$ cat config.mk
export PLATFORM = sky130hd
export DESIGN_NAME = stage3_a_beat_serializer
export DESIGN_NICKNAME = d
export VERILOG_FILES = /design/src/rtl/stage3_a_beat_serializer.sv
export SDC_FILE = /design/constraint.sdc
export NUM_CORES = 2
export LEC_CHECK = 0
export ABC_AREA = 1
export BUFFER_PORTS_ARGS = -buffer_cell sky130_fd_sc_hd__buf_2
export CORE_AREA = 3 3 359 361
export CTS_CLUSTER_DIAMETER = 100
export DETAILED_ROUTE_END_ITERATION = 8
export DIE_AREA = 0 0 362 364
export MAX_ROUTING_LAYER = met4
export PLACE_DENSITY_LB_ADDON = 0.08
export SYNTH_ARGS = -nofsm -noshare
export SYNTH_HDL_FRONTEND = slang
export SYNTH_SLANG_ARGS = --single-unit
$ cat constraint.sdc
create_clock -name clk -period 2.3 [get_ports clk]
set_clock_uncertainty 0.05 [all_clocks]
set_input_delay 0 -clock clk [delete_from_list [all_inputs] [get_ports clk]]
set_output_delay 0 -clock clk [all_outputs]
set_load 0.02 [all_outputs]
$ cat src/rtl/stage3_a_beat_serializer.sv
// Serializes up to three captured 35-byte category-'a' messages into 64-bit keep/last beats.
// Optional msg_count output is enabled by defining STAGE3_A_MSG_CNT_EN.
module stage3_a_beat_serializer #(
    parameter int MSG_BYTES  = 35,
    parameter int BEAT_BYTES = 8,
    localparam int MSG_BITS  = 8 * MSG_BYTES,
    localparam int BEAT_BITS = 8 * BEAT_BYTES
) (
    input  logic                  clk,
    input  logic                  rst_n,
    input  logic                  in_valid,
    output logic                  in_ready,
    input  logic [2:0]            in_mask,
    input  logic [MSG_BITS-1:0]   message_a_1,
    input  logic [MSG_BITS-1:0]   message_a_2,
    input  logic [MSG_BITS-1:0]   message_a_3,
    output logic                  out_valid,
    input  logic                  out_ready,
    output logic [BEAT_BITS-1:0]  out_data,
    output logic [BEAT_BYTES-1:0] out_keep,
    output logic                  out_last,
`ifdef STAGE3_A_MSG_CNT_EN
    output logic [1:0]            out_lane,
    output logic [31:0]           msg_count
`else
    output logic [1:0]            out_lane
`endif
);

    localparam int NUM_BEATS  = (MSG_BYTES + BEAT_BYTES - 1) / BEAT_BYTES;
    localparam int TOT_BITS   = NUM_BEATS * BEAT_BITS;
    localparam int PAD_BITS   = TOT_BITS - MSG_BITS;
    localparam int LAST_BYTES = MSG_BYTES - (NUM_BEATS - 1) * BEAT_BYTES;
    localparam int BW         = (NUM_BEATS > 1) ? $clog2(NUM_BEATS) : 1;
    localparam logic [BW-1:0] LAST_BEAT = BW'(NUM_BEATS - 1);
    localparam logic [BEAT_BYTES-1:0] LAST_KEEP = ~({BEAT_BYTES{1'b1}} >> LAST_BYTES);

    typedef enum logic {IDLE, SEND} state_e;

    // Message is left-aligned in a whole number of beats so the tail pads with zeros.
    function automatic logic [BEAT_BITS-1:0] beat_of(input logic [MSG_BITS-1:0] msg,
                                                     input logic [BW-1:0] k);
        logic [TOT_BITS-1:0] pad;
        pad = TOT_BITS'(msg) << PAD_BITS;
        pad = pad << (32'(k) * BEAT_BITS);
        return pad[TOT_BITS-1 -: BEAT_BITS];
    endfunction

    function automatic logic [1:0] low_lane(input logic [2:0] m);
        if (m[0])      return 2'd0;
        else if (m[1]) return 2'd1;
        else           return 2'd2;
    endfunction

    logic [2:0][MSG_BITS-1:0] in_msgs;
    assign in_msgs = {message_a_3, message_a_2, message_a_1};

    state_e                   state_q, state_d;
    logic                     in_ready_q, in_ready_d;
    logic [2:0][MSG_BITS-1:0] msg_q, msg_d;
    logic [2:0]               pend_q, pend_d;
    logic [1:0]               lane_q, lane_d;
    logic [BW-1:0]            beat_q, beat_d;
    logic                     out_valid_q, out_valid_d;
    logic [BEAT_BITS-1:0]     out_data_q, out_data_d;
    logic [BEAT_BYTES-1:0]    out_keep_q, out_keep_d;
    logic                     out_last_q, out_last_d;
    logic [1:0]               out_lane_q, out_lane_d;

    logic                     load;
    logic [MSG_BITS-1:0]      src;
    logic [1:0]               nlane;
    logic [BW-1:0]            nbeat;

    always_comb begin
        state_d     = state_q;
        in_ready_d  = in_ready_q;
        msg_d       = msg_q;
        pend_d      = pend_q;
        lane_d      = lane_q;
        beat_d      = beat_q;
        out_valid_d = out_valid_q;
        out_data_d  = out_data_q;
        out_keep_d  = out_keep_q;
        out_last_d  = out_last_q;
        out_lane_d  = out_lane_q;
        load        = 1'b0;
        src         = msg_q[lane_q];
        nlane       = lane_q;
        nbeat       = beat_q;
        case (state_q)
            IDLE: begin
                if (in_valid && in_ready_q) begin
                    msg_d = in_msgs;
                    if (in_mask != 3'b000) begin
                        nlane      = low_lane(in_mask);
                        nbeat      = '0;
                        src        = in_msgs[nlane];
                        pend_d     = in_mask & ~(3'b001 << nlane);
                        state_d    = SEND;
                        in_ready_d = 1'b0;
                        load       = 1'b1;
                    end
                end
            end
            SEND: begin
                if (out_valid_q && out_ready) begin
                    if (beat_q != LAST_BEAT) begin
                        nbeat = beat_q + BW'(1);
                        load  = 1'b1;
                    end else if (pend_q != 3'b000) begin
                        nlane  = low_lane(pend_q);
                        nbeat  = '0;
                        src    = msg_q[nlane];
                        pend_d = pend_q & ~(3'b001 << nlane);
                        load   = 1'b1;
                    end else begin
                        state_d     = IDLE;
                        in_ready_d  = 1'b1;
                        out_valid_d = 1'b0;
                        out_data_d  = '0;
                        out_keep_d  = '0;
                        out_last_d  = 1'b0;
                        out_lane_d  = 2'd0;
                    end
                end
            end
            default: state_d = IDLE;
        endcase
        // Capture and advance share one beat loader so all outputs stay registered.
        if (load) begin
            lane_d      = nlane;
            beat_d      = nbeat;
            out_valid_d = 1'b1;
            out_data_d  = beat_of(src, nbeat);
            out_keep_d  = (nbeat == LAST_BEAT) ? LAST_KEEP : '1;
            out_last_d  = (nbeat == LAST_BEAT);
            out_lane_d  = nlane + 2'd1;
        end
    end

    always_ff @(posedge clk or negedge rst_n) begin
        if (!rst_n) begin
            state_q     <= IDLE;
            in_ready_q  <= 1'b1;
            msg_q       <= '0;
            pend_q      <= '0;
            lane_q      <= '0;
            beat_q      <= '0;
            out_valid_q <= 1'b0;
            out_data_q  <= '0;
            out_keep_q  <= '0;
            out_last_q  <= 1'b0;
            out_lane_q  <= '0;
        end else begin
            state_q     <= state_d;
            in_ready_q  <= in_ready_d;
            msg_q       <= msg_d;
            pend_q      <= pend_d;
            lane_q      <= lane_d;
            beat_q      <= beat_d;
            out_valid_q <= out_valid_d;
            out_data_q  <= out_data_d;
            out_keep_q  <= out_keep_d;
            out_last_q  <= out_last_d;
            out_lane_q  <= out_lane_d;
        end
    end

    assign in_ready  = in_ready_q;
    assign out_valid = out_valid_q;
    assign out_data  = out_data_q;
    assign out_keep  = out_keep_q;
    assign out_last  = out_last_q;
    assign out_lane  = out_lane_q;

`ifdef STAGE3_A_MSG_CNT_EN
    logic [31:0] msg_count_q, msg_count_d;

    always_comb begin
        msg_count_d = msg_count_q;
        if (out_valid_q && out_ready && out_last_q) msg_count_d = msg_count_q + 32'd1;
    end

    always_ff @(posedge clk or negedge rst_n) begin
        if (!rst_n) msg_count_q <= '0;
        else        msg_count_q <= msg_count_d;
    end

    assign msg_count = msg_count_q;
`endif

endmodule

Word level (Yosys, flattened, before mapping)
Index checks and enable logic that the tools add are counted.
- $add $sub $neg: 2
- multipliers: 0
- divide/modulo/power cells: 0
- magnitude comparators: 3
- equal/unequal tests: 10
- shifts and indexed selects: 3
- mux-type cells: 77
- bitwise operators: 5
- reductions and logical operators: 10
- operators by type and width (cell ; number):
    $mux 280 ; 8
    $bmux 280 s2 ; 3
    $pmux 280 s2 ; 1
    $mux 64 ; 5
    $shl 320x9->320 ; 1
    $mux 2 ; 21
    $mux 8 ; 5
    $mux 3 ; 10
    $mux 1 ; 17
    $ne 2x2->1 const B ; 6
    $pmux 3 s2 ; 2
    $reduce_and 5->1 ; 2
    $lt 2x3->1 const B ; 3
    $and 3x3->3 ; 2
    $not 3->3 ; 2
    $pmux 1 s2 ; 3
    $reduce_bool 3->1 ; 2
    $shl 1x2->3 const A ; 2
    $mux 5 ; 1
    $ne 2x1->1 const B ; 2
    $pmux 2 s2 ; 1
    $reduce_and 4->1 ; 1
    $reduce_bool 2->1 ; 2
    $add 3x1->3 const B ; 1
    6 further kinds ; 7
- register bits after elaboration: 926
- latch bits: 0
- memory bits (writable): 0
- memory bits (read-only): 0
- bits of input ports: 847
- output and inout bits: 77
- logic and storage cells: 123
- memories: 0

Depth between registers and ports, before layout
- depth after elaboration: 14
- gate-level depth with buffers: 17
- depth with buffers taken out: 16

Worst setup path before layout
OpenSTA, ideal clock, no wires.
- kind: register to register
- from: register in_ready_q (netlist: in_ready)
- to: register out_data_q[52] (netlist: out_data[52])
- library setup time: 0.117 ns
- data arrival time: 1.957 ns
- required time: 2.133 ns
- slack: 0.175 ns
- stages on the path, launching flop included: 13
- buffers on the path: 3
- period minus slack after synthesis: 2.125 ns
- cells stage by stage: dfstp_2 nand2_1 nor2_4 nand2_2 buf_8 nand3_2 nand2_4 nor2_2 buf_2 buf_2 o2111ai_1 nand3_1 nand2_1
- word-level cells in the longest chain between the ends: 5
- elaborated cells between the ends (all ways): 14
- ends and longest elaborated chain (what ; RTL line ; source):
    start: declaration ; 59 ; logic in_ready_q, in_ready_d;
    start signal: assignment ; 157 ; in_ready_q <= in_ready_d;
    $logic_and 1x1->1 * ; 93 ; if (in_valid && in_ready_q) begin
    $mux 280 (tied with other cells) ; 93 ;
    $pmux 280 s2 (tied with other cells) ; 91 ; case (state_q)
    $shl 320x9->320 (tied with other cells) ; 45 ; pad = pad << (32'(k) * BEAT_BITS);
    $mux 64 / $reduce_and 4->1 (equally long branches) ; - ;
    end signal: assignment ; 163 ; out_data_q <= out_data_d;
    end: declaration ; 65 ; logic [BEAT_BITS-1:0] out_data_q, out_data_d;
Every way passes the cells marked *; elsewhere a longest branch is shown, timed or not.
A chain may end at the register's enable or synchronous reset.

Worst setup path in the final report
- from: register in_ready_q (netlist: in_ready)
- to: register out_data_q[56] (netlist: out_data[56])
Same word-level chain as after synthesis.

==> results.py <==
metrics = {
    "outcome": {
        "outcome": "complete, but fails checks",
        "violations": "setup timing",
    },
    "synth": {
        "syn_avg_cell_area_um2": 7.05,
        "netlist.area_leader.share": 0.458,
        "synth_seq_area_share": 0.458,
        "synth.cell_area_um2": 50200,
        "synth.yosys.warnings": 0,
        "synthDominantAreaCellType": "dfrtp_1",
        "synth.distinct_cells": 43,
        "mappedNetlistNets": 7962,
        "synth-seq-cells": 919,
        "synth_top_cells_by_area": "dfrtp_1 (46%), nand2_1 (19%), o21ai_0 (7.6%)",
        "syn-instance-count": 7113,
    },
    "worst_setup_path": {
        "cp_num_cells": 13,
        "crit_buf_inv": 3,
        "cpLargestDelayFamily": "simple AND/OR/NAND/NOR gates",
        "r2r.worst_path.cells": 13,
        "crit_arrival_ns": 2.99,
        "worstSetupEndpointType": "register",
        "critical_path.cell_chain": "nand2_2, nor2_4, buf_6, nand2_8, nand2_4, o21ai_4, clkinv_4, nand2_8, buf_12, nor3_4, nor2_2, nand2_1, nand2_1",
        "kind_of_critical_path": "reg2reg",
        "timing.reg2reg.setup_slack_ns": -0.1,
        "timing.critical_path.fanout_max": 8,
        "worst_path_largest_cell_delay_ns": 0.54,
        "endpoint_required_time_on_the_critical_path_ns": 2.89,
        "cpMaxStageDelayCell": "dfstp_2",
        "timing.critical_path.from_type": "register",
    },
    "die": {
        "core_region_area_um2": 126000,
        "die_width_um": 362,
        "core.rowCount": 130,
        "starting_density_of_the_core": 0.399,
        "chipHeight_um": 364,
        "design.portCount": 924,
        "die-area_um2": 132000,
    },
    "global_route": {
        "grt_start_max_net_pins": 191,
        "grt_pass1_vias": 65600,
        "grt_remaining_overflow": 0,
        "grt_antenna_before_repair": 49,
        "first_pass_grt_wire_length_um": 436000,
        "gr-usage-all-layers": 0.458,
    },
    "power_and_ir_drop": {
        "power.internal_uw": 28600,
        "comb_power_share": 0.113,
        "sequential_power_share": 0.423,
        "power.density_cell_area_nw_per_um2": 458,
        "cellLeakagePower_uw": 0.0413,
        "clock_power_share": 0.464,
        "p_switching_uw": 9610,
        "vdd_drop_max_mv": 0.511,
        "power_switching_share": 0.251,
    },
    "timing": {
        "worst-slew-pin-transition_ns": 0.792,
        "setup_ws_ns": -0.0989,
        "max-slew-margin-rel": 0.472,
        "finalSetupViolations": 34,
        "fin_crit_ns": 2.40,
        "max_freq_mhz": 417,
        "timing.final.crit_share": 1.04,
        "maxSlewViolCount": 0,
        "timing.final.hold_violations": 0,
        "rsz_0062_raised_after_global_routing": "true",
    },
    "finish": {
        "post_route_cells_drive_above_1_share": 0.234,
        "layout.cells.most_common_list": "nand2_1 (2,401), dlygate4sd3_1 (1,442), buf_2 (922)",
        "layout.cells.most_common": "nand2_1",
        "layout.core_utilization": 0.664,
        "final_design_area_no_fill_um2": 83500,
        "finalNetCount": 10600,
        "areaGrowthSynthToFinish_pct": 66.5,
    },
    "cts": {
        "cts.htree.levels": 3,
        "tritoncts": "built",
        "clock_tree.buffer_depth": 3,
        "clk_pin_slew_worst_paths_ns": 0.07,
        "cts_made_buffers": 109,
        "clock_sink_count": 919,
        "worst_skew_pair.late_latency_ns": 0.74,
        "clockRootBuffer": "clkbuf_16",
    },
    "place": {
        "gpl.final_weighted_congestion": 1.01,
        "io_buffer_count": 923,
        "hpwlAfterDp_um": 198000,
        "post_detailed_placement_cell_area_um2": 61000,
        "setup_slack_placement_ns": -0.603,
    },
    "route": {
        "remaining_drc_errors": 0,
        "detailroute.wirelength.met3_um": 33900,
        "wl_per_cell_um": 26.6,
        "detail_route.first_pass.iterations": 7,
        "postRouteWirelength_um": 307000,
        "drtIter0Drc": 8905,
        "via_count": 66700,
        "route.antenna.remaining_nets": 0,
        "routedLengthMet1_um": 117000,
        "post_detailed_route_via_to_cell_ratio": 5.78,
        "uppermost_layer_routed": "met4",
        "routed-wl-met2_um": 132000,
    },
    "min_path": {
        "min_path_cells": 4,
        "hold_class": "in2reg",
    },
    "run": {
        "cap_viol_max_count": 0,
    },
}
==> metal layers <==
metal | global-route usage | vias up
met3 | 0.102 | 1251
met4 | 0.278 | 0
met1 | 0.583 | 31900
met2 | 0.666 | 4945
met5 | - | -
li1 | - | 28600
==> state kept, by name, summed over array words and instances (netlist names) <==
signal,count
beat_q,3
in_ready,1
lane_q,2
msg_q,840
out_data,64
out_keep,2
out_lane,2
out_last,1
pend_q,3
state_q,1
==> cell families (layout without fill, tap and decap cells) <==
| kind of cell | count (synthesis) | count (layout) | synth area share |
|---|---|---|---|
| flops | 919 | 919 | 0.458 |
| xor+xnor | 1 | 1 | 0.000175 |
| simple gates | 3599 | 3601 | 0.282 |
| compound gates | 1621 | 1621 | 0.181 |
| fa+ha+maj | 2 | 2 | 0.000499 |
| buf+inv | 971 | 3702 | 0.0783 |
| other cells | 0 | 50 | 0 |
==> cells in the mapped netlist, drive strengths merged <==
cell / instances
nor3: 124
nand2: 2559
or2: 18
o21ai: 797
xnor2: 1
a22oi: 44
a211oi: 1
dfstp: 1
clkinv: 1
a31oi: 1
nand3b: 4
ha: 2
o221ai: 37
o221a: 2
buf: 179
o31ai: 6
nor2: 695
o22ai: 393
inv: 434
o2111ai: 4
o32ai: 6
o22a: 1
dfrtp: 918
nand4: 21
o21a: 2
a21oi: 270
nand3: 178
clkbuf: 357
o211ai: 57
==> final cells by class <==
type	count	area (um2)
tap	1650	2060
inverter	435	1760
clock buffer	153	3100
fill	10000	42200
multi-input combinational	5225	25700
timing repair buffer	3073	27400
antenna	50	125
sequential	919	23000
clock inverter	41	434
==> worst paths after layout <==
path | startpoint | to
max | in_ready | out_data[56]
min | message_a_3[74] | msg_q[634]
max reg2reg | in_ready | out_data[56]
min reg2reg | out_data[26] | out_data[26]
max in group asynchronous | rst_n | msg_q[278]
min in group asynchronous | rst_n | msg_q[253]
==> tightest hold or removal path, cell delays in order <==
cell	delay, ns
dlygate4sd3_1	0.53
buf_2	0.13
nand2_1	0.05
nand2_1	0.05
==> per-stage QoR <==
| stage | hold slack, ns | cells | power (uW) | setup TNS, ns |
|---|---|---|---|---|
| 2_1_floorplan | -0.346 | 7113 | 16800 | 0 |
| 3_3_place_gp | -0.0595 | 9760 | 18600 | -9.33 |
| 3_5_place_dp | -0.0508 | 9760 | 18600 | -8.65 |
| 4_1_cts | 0.000164 | 11400 | 38000 | -0.411 |
| 5_1_grt | 0.00520 | 11500 | 39100 | -4.87 |
| 6_report | 0.0165 | 11500 | 38200 | -1.25 |
==> repair_timing <==
item | CTS | global route
cloned | 10 | 18
buffers inserted | 40 | 60
gates resized for setup | 209 | 627
pin swaps | 45 | 207
setup endpoints to repair | 70 | 159
hold buffers | 1443 | 0
hold endpoints to repair | 1751 | 0
==> power groups by stage <==
stage / combinational [uW] / clock (uW) / sequential (uW)
detailed placement: 2090 / 0 / 16500
CTS: 4050 / 17800 / 16200
global route: 4460 / 18500 / 16200
global placement: 2110 / 0 / 16500
floorplan: 313 / 0 / 16500
finish: 4310 / 17700 / 16200
Power figures use the tool's default switching activity.
